[config.mk]
export PLATFORM = sky130hd
export DESIGN_NAME = prio_chain_arbiter
export DESIGN_NICKNAME = d
export VERILOG_FILES = /design/src/rtl/prio_chain_arbiter.sv
export SDC_FILE = /design/constraint.sdc
export NUM_CORES = 1
export LEC_CHECK = 0
export CORE_UTILIZATION = 50
export CTS_BUF_LIST = sky130_fd_sc_hd__clkbuf_16
export DETAILED_ROUTE_END_ITERATION = 7
export PLACE_DENSITY = 0.78
export SYNTH_ARGS = -nofsm -noshare
export SYNTH_HDL_FRONTEND = slang
export SYNTH_SLANG_ARGS = --single-unit
[constraint.sdc]
create_clock -name clk -period 3.9 [get_ports clk]
set_clock_uncertainty 0.05 [all_clocks]
set_input_delay 0.39 -clock clk [delete_from_list [all_inputs] [get_ports clk]]
set_output_delay 0.39 -clock clk [all_outputs]
set_load 0.03 [all_outputs]
[src/rtl/prio_chain_arbiter.sv]
// Fixed-priority arbiter (index 0 highest) with grant locking, a hold limit that
// bounds starvation, and an optional overlap checker on arbitrated request vectors.
module prio_chain_arbiter #(
  parameter int unsigned NREQ     = 12,
  parameter int unsigned MAX_HOLD = 8,
  parameter int unsigned IDXW     = $clog2(NREQ)
) (
  input  logic            clk,
  input  logic            rst,
  input  logic [NREQ-1:0] req,
  input  logic            unique_en,
  output logic [NREQ-1:0] grant,
  output logic            grant_valid,
  output logic [IDXW-1:0] grant_idx,
  output logic            overlap,
  output logic [7:0]      overlap_cnt
);

  localparam int unsigned HoldW = $clog2(MAX_HOLD + 1);

  typedef enum logic [0:0] {StIdle, StBusy} state_e;

  state_e            state_q, state_d;
  logic [NREQ-1:0]   grant_q, grant_d;
  logic              valid_q, valid_d;
  logic [IDXW-1:0]   idx_q, idx_d;
  logic [HoldW-1:0]  hold_q, hold_d;
  logic              overlap_q, overlap_d;
  logic [7:0]        ocnt_q, ocnt_d;

  logic [NREQ-1:0]   arb_vec;
  logic [NREQ-1:0]   win_onehot;
  logic [IDXW-1:0]   win_idx;
  logic              win_found;
  logic              holder_req;
  logic              hold_limit;
  logic              multi_req;
  logic              arb;

  // grant_q is zero in IDLE, so masking by it yields req there and req-minus-holder in BUSY.
  assign arb_vec    = req & ~grant_q;
  assign holder_req = |(req & grant_q);
  assign hold_limit = (hold_q == HoldW'(MAX_HOLD));
  assign win_onehot = arb_vec & (~arb_vec + NREQ'(1));
  assign multi_req  = |(arb_vec & (arb_vec - NREQ'(1)));

  always_comb begin
    win_idx   = '0;
    win_found = 1'b0;
    for (int unsigned i = 0; i < NREQ; i++) begin
      if (arb_vec[i] && !win_found) begin
        win_found = 1'b1;
        win_idx   = IDXW'(i);
      end
    end
  end

  always_comb begin
    state_d = state_q;
    grant_d = grant_q;
    idx_d   = idx_q;
    hold_d  = hold_q;
    arb     = 1'b0;
    case (state_q)
      StIdle: begin
        if (win_found) arb = 1'b1;
      end
      StBusy: begin
        if (!holder_req) begin
          if (win_found) begin
            arb = 1'b1;
          end else begin
            state_d = StIdle;
            grant_d = '0;
            idx_d   = '0;
            hold_d  = '0;
          end
        end else if (hold_limit) begin
          if (win_found) arb = 1'b1;
          else           hold_d = HoldW'(1);
        end else begin
          hold_d = hold_q + HoldW'(1);
        end
      end
      default: begin
        state_d = StIdle;
        grant_d = '0;
        idx_d   = '0;
        hold_d  = '0;
      end
    endcase

    if (arb) begin
      state_d = StBusy;
      grant_d = win_onehot;
      idx_d   = win_idx;
      hold_d  = HoldW'(1);
    end

    valid_d   = |grant_d;
    overlap_d = arb & unique_en & multi_req;
    ocnt_d    = (overlap_d && ocnt_q != 8'hff) ? ocnt_q + 8'd1 : ocnt_q;
  end

  always_ff @(posedge clk) begin
    if (rst) begin
      state_q   <= StIdle;
      grant_q   <= '0;
      valid_q   <= 1'b0;
      idx_q     <= '0;
      hold_q    <= '0;
      overlap_q <= 1'b0;
      ocnt_q    <= '0;
    end else begin
      state_q   <= state_d;
      grant_q   <= grant_d;
      valid_q   <= valid_d;
      idx_q     <= idx_d;
      hold_q    <= hold_d;
      overlap_q <= overlap_d;
      ocnt_q    <= ocnt_d;
    end
  end

  assign grant       = grant_q;
  assign grant_valid = valid_q;
  assign grant_idx   = idx_q;
  assign overlap     = overlap_q;
  assign overlap_cnt = ocnt_q;

endmodule

==> flow_summary.json, run 1 <==
{
  "status": "finished clean",
  "num_rows": 22,
  "synth-seq-cells": 31,
  "synth_cell_types": 55,
  "peakVddDrop_mv": 0.234,
  "grt_max_degree": 40,
  "hold_viol": 0,
  "wl_per_cell_um": 15.7,
  "die_w_um": 65.5,
  "gp_congestion": 0.956,
  "cts_tree": "done",
  "p_per_area_nw_per_um2": 368,
  "timing.fmax_mhz": 352,
  "vias_per_cell": 5.95,
  "setup_viol": 0,
  "p_seq_share_pct": 36.0,
  "power_frac_comb_pct": 19.7,
  "worstSkewPairLatency_ps": 280,
  "die_y_um": 65.5,
  "ctsResizeCount": 0,
  "synth_edf_count": 0,
  "yosysTopAreaCellShare_pct": 30.8,
  "period_minus_slack_ps": 2840,
  "synth_area_um2": 2010,
  "synth_top_area_cell": "dfxtp_1",
  "cts_sinks": 31,
  "area_growth_pct": 29.2,
  "async_flop_share_pct": 0,
  "pwr-share-clk_pct": 44.4,
  "syn_avg_cell_area_um2": 8.12,
  "dr.first_iter.drc_count": 189,
  "max_slew_margin_pct": 55.3,
  "grt.total_usage_pct": 25.6,
  "p_sw_share_pct": 26.8,
  "p_int_uw": 701,
  "drv_slew": 0,
  "grt_pass1_wl_um": 8300,
  "cts_setup_buffers": 0,
  "vias": 1998,
  "fillers": 316,
  "dp_hpwl_um": 3840,
  "cts_max_path_buffers": 2,
  "ys_seq_area_share_pct": 30.8,
  "endpoint_kind": "register",
  "cts_made_buffers": 5,
  "leakagePower_nw": 0.985,
  "path_clk_slew_ps": 50,
  "hold_path_class": "reg2reg",
  "utilization_pct": 69.0,
  "ys_top_cells_by_count": "dfxtp_1, nor2_1, nand2_1",
  "drtPass1Iterations": 4,
  "nNetsFinal": 306,
  "setup.worst_path.class": "in2reg",
  "grt_overflow": 0,
  "synth-main-ff-cell": "dfxtp_1",
  "start_kind": "primary input",
  "finalSetupTns_ps": 0,
  "drt-total-wl_um": 5280,
  "route.detailed.drc": 0,
  "post_dp_cell_area_um2": 2440,
  "die-area_um2": 4280,
  "stdcell_area_um2": 2600,
  "port_buffers": 40,
  "final_antenna_net_count": 0,
  "fin_crit_sh_pct": 72.8,
  "rsz0062_at_grt": "false",
  "synthesis.instances": 248,
  "ys.warnings.count": 0,
  "maxCapViolCount": 0,
  "clockRootBuffer": "clkbuf_16",
  "yosys-top-cells-area": "dfxtp_1, nor2_1, nor2b_1",
  "cp.required_ps": 3990,
  "start_util_pct": 53.4,
  "cp.arrival_ps": 2930,
  "synth_fp_nets": 266,
  "htreeDepth": 2,
  "crit_path_max_fanout": 16,
  "p_sw_uw": 257,
  "drive_gt1_share_pct": 7.64,
  "holdBufCountCts": 0,
  "tightest_slew_ps": 670,
  "io_pins": 41,
  "antenna_cells": 0,
  "grt_pass1_vias": 1741,
  "antenna_found_initial": 0,
  "core-area_um2": 3770
}
[power groups by stage]
stage               Clock [mW]  Sequential, mW  Combinational (mW)
finish                   0.425           0.344               0.188
global route             0.443           0.346               0.202
CTS                      0.427           0.344               0.187
detailed placement           0           0.350               0.185
global placement             0           0.350               0.185
floorplan                    0           0.368               0.105
[layout by cell type, fill, tap and decap left out, types with 2 or more instances in the layout]
cell type / instances
dfxtp_1: 31
nor4_1: 5
a31oi_1: 4
clkbuf_16: 5
nand2b_1: 9
nand3_2: 2
nand4_1: 3
mux2i_1: 3
mux2_1: 7
nor3_1: 11
buf_4: 2
nor4b_1: 2
nor4_4: 2
or3_1: 2
or2b_2: 3
o21ai_0: 8
inv_1: 5
nor2b_1: 17
ha_1: 3
a22oi_1: 10
a32oi_1: 6
and3_1: 4
nand2_1: 18
a21oi_1: 14
nand3_1: 11
clkdlybuf4s50_1: 40
or2b_1: 3
nor2_1: 31
[final timing paths]
kind / startpoint / endpoint / slack, ps / cells after the start
worst min-delay path: grant_idx[0] / grant_idx[0] / 420 / 2
worst max register to register: grant[4] / grant_valid / 1220 / 7
worst max-delay path: req[7] / grant_valid / 1060 / 8
worst min register to register: grant_idx[0] / grant_idx[0] / 420 / 2
[stage by stage]
stage	hold WS (ps)	power, mW	setup slack [ps]	instances
after CTS	417	0.958	1090	336
after global routing	438	0.990	893	336
after floorplan	439	0.473	1490	248
final	420	0.958	1060	336
after detailed placement	399	0.535	789	329
after global placement	395	0.535	908	329
[sequential cells by signal (all words and copies together), names as in the netlist]
name         cells
grant           12
grant_valid      1
overlap          1
grant_idx        4
hold_q           4
state_q          1
overlap_cnt      8
[worst max-delay path: stages]
cell	delay (ps)
clkdlybuf4s50_1	430
or2b_1	270
nand3_1	180
or4_1	710
o21ai_2	340
mux2i_1	290
nor3b_2	190
a41oi_1	120
[logic make-up (layout without fill, tap and decap cells)]
logic type | after synthesis | after routing | synth area share (%)
multiplexers | 10 | 10 | 5.41
adder cells (fa/ha/maj) | 3 | 3 | 1.86
buffers and inverters | 13 | 53 | 3.04
flip-flops | 31 | 31 | 30.8
AO/OA/AOI/OAI | 59 | 59 | 20.9
AND/OR/NAND/NOR | 132 | 132 | 38.0
[cell type report]
| cell class | instances | area (um2) | share of cell area (%) |
|---|---|---|---|
| well taps | 48 | 60.1 | 2.31 |
| flip-flops and latches | 31 | 621 | 23.9 |
| inverters | 4 | 15.0 | 0.577 |
| multi-input cells | 204 | 1330 | 51.2 |
| clock buffers | 5 | 125 | 4.81 |
| repair buffers | 42 | 415 | 16.0 |
| clock inverters | 2 | 33.8 | 1.30 |
[routing by layer]
layer  vias up  track usage [%]  part of all wire, %
met3         8             4.17                  6.9
met4         0             9.51                  1.5
met2        62             39.8                   44
li1       1003                -                    -
met1       925             35.3                   47
met5         -                0                    0
Note: power is estimated with default switching activity, not from simulation.
==> inputs of run 2 (changes only) <==
--- a/config.mk
+++ b/config.mk
@@ -5,10 +5,10 @@
 export SDC_FILE = /design/constraint.sdc
 export NUM_CORES = 1
 export LEC_CHECK = 0
-export CORE_UTILIZATION = 50
+export CORE_UTILIZATION = 46
 export CTS_BUF_LIST = sky130_fd_sc_hd__clkbuf_16
 export DETAILED_ROUTE_END_ITERATION = 7
-export PLACE_DENSITY = 0.78
+export PLACE_DENSITY = 0.76
 export SYNTH_ARGS = -nofsm -noshare
 export SYNTH_HDL_FRONTEND = slang
 export SYNTH_SLANG_ARGS = --single-unit
==> constraint.sdc (replaced) <==
create_clock -name clk -period 2.43 [get_ports clk]
set_clock_uncertainty 0.05 [all_clocks]
set_input_delay 0.243 -clock clk [delete_from_list [all_inputs] [get_ports clk]]
set_output_delay 0.243 -clock clk [all_outputs]
set_load 0.03 [all_outputs]
==> run 2 against run 1 <==
  * Worst hold slack got worse by 7.9 ps
  * Largest power group unchanged
  * Critical path type unchanged
  * Combinational power rose by 130%
  * Power grew 77%
  * Utilization grew 11 points
  * First-iteration DRC count grew 12%
==> flow_summary.json, run 2 (synthesis gave the netlist of run 1 again) <==
{
  "r2r_cells": 9,
  "p_int_mw": 1.21,
  "vias_per_cell": 5.87,
  "wl_per_cell_um": 17.9,
  "tightest_slew_ps": 835,
  "cp.depth": 9,
  "worstSkewPairLatency_ps": 280,
  "p_total_mw": 1.69,
  "cp.required_ps": 2500,
  "gp_congestion": 0.954,
  "cp_slowest_stage_delay_ps": 510,
  "setup.worst_path.class": "in2reg",
  "drt-total-wl_um": 7260,
  "crit_chain": "clkdlybuf4s50_1 -> a22oi_1 -> nand2_1 -> or3_4 -> buf_4 -> o31a_1 -> mux2i_1 -> nor3b_2 -> a41oi_2",
  "htreeDepth": 2,
  "max_slew_margin_pct": 44.2,
  "cts_sinks": 31,
  "hold_viol": 0,
  "cts_max_path_buffers": 2,
  "worst_r2r_endpoint": "grant_valid",
  "num_rows": 23,
  "path_clk_slew_ps": 50,
  "slowest_stage": "clkdlybuf4s50_1",
  "drtPass1Iterations": 4,
  "dp_hpwl_um": 4910,
  "cp.arrival_ps": 2470,
  "die_w_um": 68.2,
  "stdcell_area_um2": 3270,
  "period_minus_slack_ps": 2400,
  "maxCapViolCount": 0,
  "antenna_found_initial": 0,
  "p_sw_share_pct": 28.6,
  "finalNonFillerCells": 405,
  "setup_viol": 0,
  "p_per_area_nw_per_um2": 518,
  "status": "finished clean",
  "p_sw_uw": 485,
  "clockRootBuffer": "clkbuf_16",
  "hold_path_class": "reg2reg",
  "power_frac_comb_pct": 25.6,
  "drv_slew": 0,
  "finalSetupTns_ps": 0,
  "crit_path_max_fanout": 3,
  "p_seq_share_pct": 32.5,
  "io_pins": 41,
  "grt.total_usage_pct": 29.6,
  "timing.fmax_mhz": 416,
  "start_util_pct": 49.3,
  "largest_reg_flops": 12,
  "cp-startpoint": "req[4]",
  "cp_top_family": "simple AND/OR/NAND/NOR gates",
  "peakVddDrop_mv": 0.512,
  "fillers": 271,
  "grt_pass1_wl_um": 10000,
  "die-area_um2": 4650,
  "dr.first_iter.drc_count": 211,
  "grt_overflow": 0,
  "antenna_cells": 0,
  "grt_pass1_vias": 2127,
  "die_y_um": 68.2,
  "core-area_um2": 4090,
  "drive_gt1_share_pct": 30.4,
  "dp_cells": 394,
  "grt_max_degree": 25,
  "critPathBufInv": 2,
  "reg2reg_slack_ps": 60,
  "final_common_cell": "buf_4",
  "cts_made_buffers": 5,
  "cts_tree": "done",
  "nNetsFinal": 372,
  "area_growth_pct": 62.4,
  "leakagePower_nw": 1.38,
  "fin_crit_sh_pct": 98.8,
  "endpoint_kind": "register",
  "post_dp_cell_area_um2": 2920,
  "crit_path_end": "grant_valid",
  "start_kind": "primary input",
  "route.detailed.drc": 0,
  "port_buffers": 40,
  "most-common-layout-cells": "buf_4, clkdlybuf4s50_1, nor2_1",
  "final_antenna_net_count": 0,
  "pwr-share-clk_pct": 41.8,
  "vias": 2379,
  "r2r-start": "grant[4]"
}
-- run 2: worst min-delay path: cells and delay by family (launching register included) --
family          cells  cell delay (ps)
compound gates      1               50
flops               1              310
simple gates        1               50
-- run 2: cell type report --
class                      count  area, um2  area share [%]
sequential                    31        622            19.0
inverter                       4       15.0           0.459
clock buffer                   5        125            3.83
timing repair buffer         108        928            28.4
tap                           50       62.6            1.91
clock inverter                 3       38.8            1.19
multi-input combinational    204       1480            45.2
-- run 2: metrics by stage --
stage | setup slack (ps) | utilization (%) | hold WS [ps]
2_1_floorplan | 21.6 | - | 311
3_3_place_gp | -273 | 71.4 | 394
3_5_place_dp | -409 | 71.4 | 399
4_1_cts | 6.28 | 75.9 | 410
5_1_grt | -56.8 | 80.0 | 446
6_report | 28.4 | 80.0 | 412
-- run 2: power groups by stage --
stage	clock network [mW]	logic [mW]	registers (mW)
after global routing	0.732	0.456	0.555
after global placement	0	0.382	0.558
final	0.709	0.434	0.551
after floorplan	0	0.169	0.590
after CTS	0.714	0.396	0.549
after detailed placement	0	0.387	0.559
-- run 2: worst min-delay path by stage --
stage | from | end | cells past startpoint
floorplan | unique_en | overlap | 2
global placement | grant_idx[0] | grant_idx[0] | 2
detailed placement | grant_idx[0] | grant_idx[0] | 2
CTS | grant_idx[0] | grant_idx[0] | 2
global route | grant_idx[0] | grant_idx[0] | 2
finish | grant_idx[0] | grant_idx[0] | 2
-- run 2: repair_timing --
item | 4_1_cts | 5_1_grt
endpoints found under the setup margin | 5 | 12
pin swaps | 1 | 9
resized for setup | 4 | 31
hold buffers | 0 | 0
setup buffers | 0 | 3
-- run 2: routing by layer --
layer  track usage [%]  up-vias  wire [um]
li1                  -     1129          -
met1              37.4     1116       3080
met2              48.3      102       3510
met3              5.50       32        412
met4              13.3        0        263
met5                 0        -          0
==> inputs of run 3 (changes only) <==
--- a/config.mk
+++ b/config.mk
@@ -5,10 +5,11 @@
 export SDC_FILE = /design/constraint.sdc
 export NUM_CORES = 1
 export LEC_CHECK = 0
-export CORE_UTILIZATION = 46
+export CORE_UTILIZATION = 50
 export CTS_BUF_LIST = sky130_fd_sc_hd__clkbuf_16
 export DETAILED_ROUTE_END_ITERATION = 7
-export PLACE_DENSITY = 0.76
+export DONT_BUFFER_PORTS = 1
+export PLACE_DENSITY = 0.68
 export SYNTH_ARGS = -nofsm -noshare
 export SYNTH_HDL_FRONTEND = slang
 export SYNTH_SLANG_ARGS = --single-unit
==> run 3 against run 2 <==
  * Sequential share of layout area up 5.4 points
  * First-iteration DRC count down 25%
  * Setup slack better by 56 ps
  * Critical endpoint unchanged
  * Largest cell class unchanged
  * Combinational power down 35%
  * Power down 15%
  * Register-to-register slack better by 20 ps
  * Critical path depth down 2
  * Worst hold slack worse by 360 ps
==> flow_summary.json, run 3 (synthesis gave the netlist of run 1 again) <==
{
  "status": "finished clean",
  "cts_made_buffers": 5,
  "start_kind": "register",
  "wl_per_cell_um": 17.3,
  "die_w_um": 65.5,
  "hold_path_class": "in2reg",
  "crit_path_max_fanout": 6,
  "die_y_um": 65.5,
  "grt_max_degree": 23,
  "grt.total_usage_pct": 28.7,
  "worstSkewPairLatency_ps": 280,
  "drt-total-wl_um": 5760,
  "tightest_slew_ps": 887,
  "crit_chain": "or2b_1 -> nand3_2 -> or4_4 -> o31a_1 -> mux2i_1 -> nor3b_2 -> a41oi_1",
  "cts_tree": "done",
  "setup.worst_path.class": "reg2reg",
  "vias": 2012,
  "drv_slew": 0,
  "slowest_stage": "or4_4",
  "drive_gt1_share_pct": 24.6,
  "route.detailed.drc": 0,
  "peakVddDrop_mv": 0.445,
  "leakagePower_nw": 1.03,
  "dr.first_iter.drc_count": 158,
  "cp_slowest_stage_delay_ps": 590,
  "cp.arrival_ps": 2400,
  "start_util_pct": 53.4,
  "grt_busiest_layer": "met2",
  "cp_top_family": "simple AND/OR/NAND/NOR gates",
  "use_met1_pct": 39.5,
  "max_slew_margin_pct": 40.6,
  "nNetsFinal": 302,
  "grt_pass1_wl_um": 9150,
  "cts_sinks": 31,
  "timing.fmax_mhz": 426,
  "core-area_um2": 3770,
  "maxCapViolCount": 0,
  "grt_overflow": 0,
  "num_rows": 22,
  "hold_viol": 0,
  "largest_reg_flops": 12,
  "setup_viol": 0,
  "area_growth_pct": 27.2,
  "vias_per_cell": 6.06,
  "dpl_worst_slack_ps": 14.5,
  "antenna_found_initial": 0,
  "cp.required_ps": 2490,
  "gp_congestion": 0.955,
  "critPathBufInv": 0,
  "grtUsageMet2_pct": 42.3,
  "p_per_area_nw_per_um2": 561,
  "htreeDepth": 2,
  "period_minus_slack_ps": 2350,
  "p_total_mw": 1.44,
  "drtPass1Iterations": 4,
  "globalRouteMet3Util_pct": 8.51,
  "die-area_um2": 4280,
  "setup_ws_ps": 84.4,
  "fin_crit_sh_pct": 96.5,
  "grt_pass1_vias": 1918,
  "hold_slack_ps": 51.0,
  "antenna_cells": 0,
  "final_common_cell": "buf_4",
  "final_antenna_net_count": 0,
  "cts_max_path_buffers": 2,
  "port_buffers": 0,
  "endpoint_kind": "register",
  "io_pins": 41,
  "dp_hpwl_um": 4080,
  "clockRootBuffer": "clkbuf_16",
  "most-common-layout-cells": "buf_4, nor2_1, dfxtp_1",
  "path_clk_slew_ps": 50,
  "finalSetupTns_ps": 0
}
run 3: report_power, final:
group	switching [mW]	internal [mW]	leakage (nW)
logic	0.161	0.119	0.712
clock network	0.213	0.367	0.0671
registers	0.0460	0.530	0.254
run 3: what timing repair did:
item,in CTS,in global routing
setup endpoints to repair,3,9
setup buffers,1,1
hold buffers,2,0
pin swaps,2,3
resized for setup,3,20
endpoints found under the hold margin,22,0
run 3: layout make-up:
class | instances | area (um2)
multi-input combinational | 204 | 1430
clock buffer | 5 | 125
clock inverter | 2 | 8.76
sequential | 31 | 624
timing repair buffer | 38 | 294
inverter | 4 | 15.0
fill | 314 | 1210
tap | 48 | 60.1
run 3: routing by layer:
layer  wire length [um]  vias to the layer above
li1                   -                      989
met1               2670                      929
met2               2520                       82
met3                448                       12
met4                124                        0
met5                  0                        -
run 3: worst register-to-register path: stages (launching register included):
cell,delay [ps]
dfxtp_2,370
or2b_1,200
nand3_2,120
or4_4,590
o31a_1,260
mux2i_1,230
nor3b_2,230
a41oi_1,130
run 3: per-stage QoR:
stage	utilization, %	cells	instance area, um2
global route	67.9	332	2560
CTS	65.2	331	2460
floorplan	-	248	2010
detailed placement	60.5	321	2280
global placement	60.5	321	2280
finish	67.9	332	2560
run 3: worst paths after layout:
kind              startpoint     endpoint  slack [ps]  depth (start not counted)
setup / recovery    grant[6]  grant_valid          80                          7
hold / removal     unique_en      overlap          50                          2
setup reg to reg    grant[6]  grant_valid          80                          7
hold reg to reg     grant[7]     grant[7]         460                          2
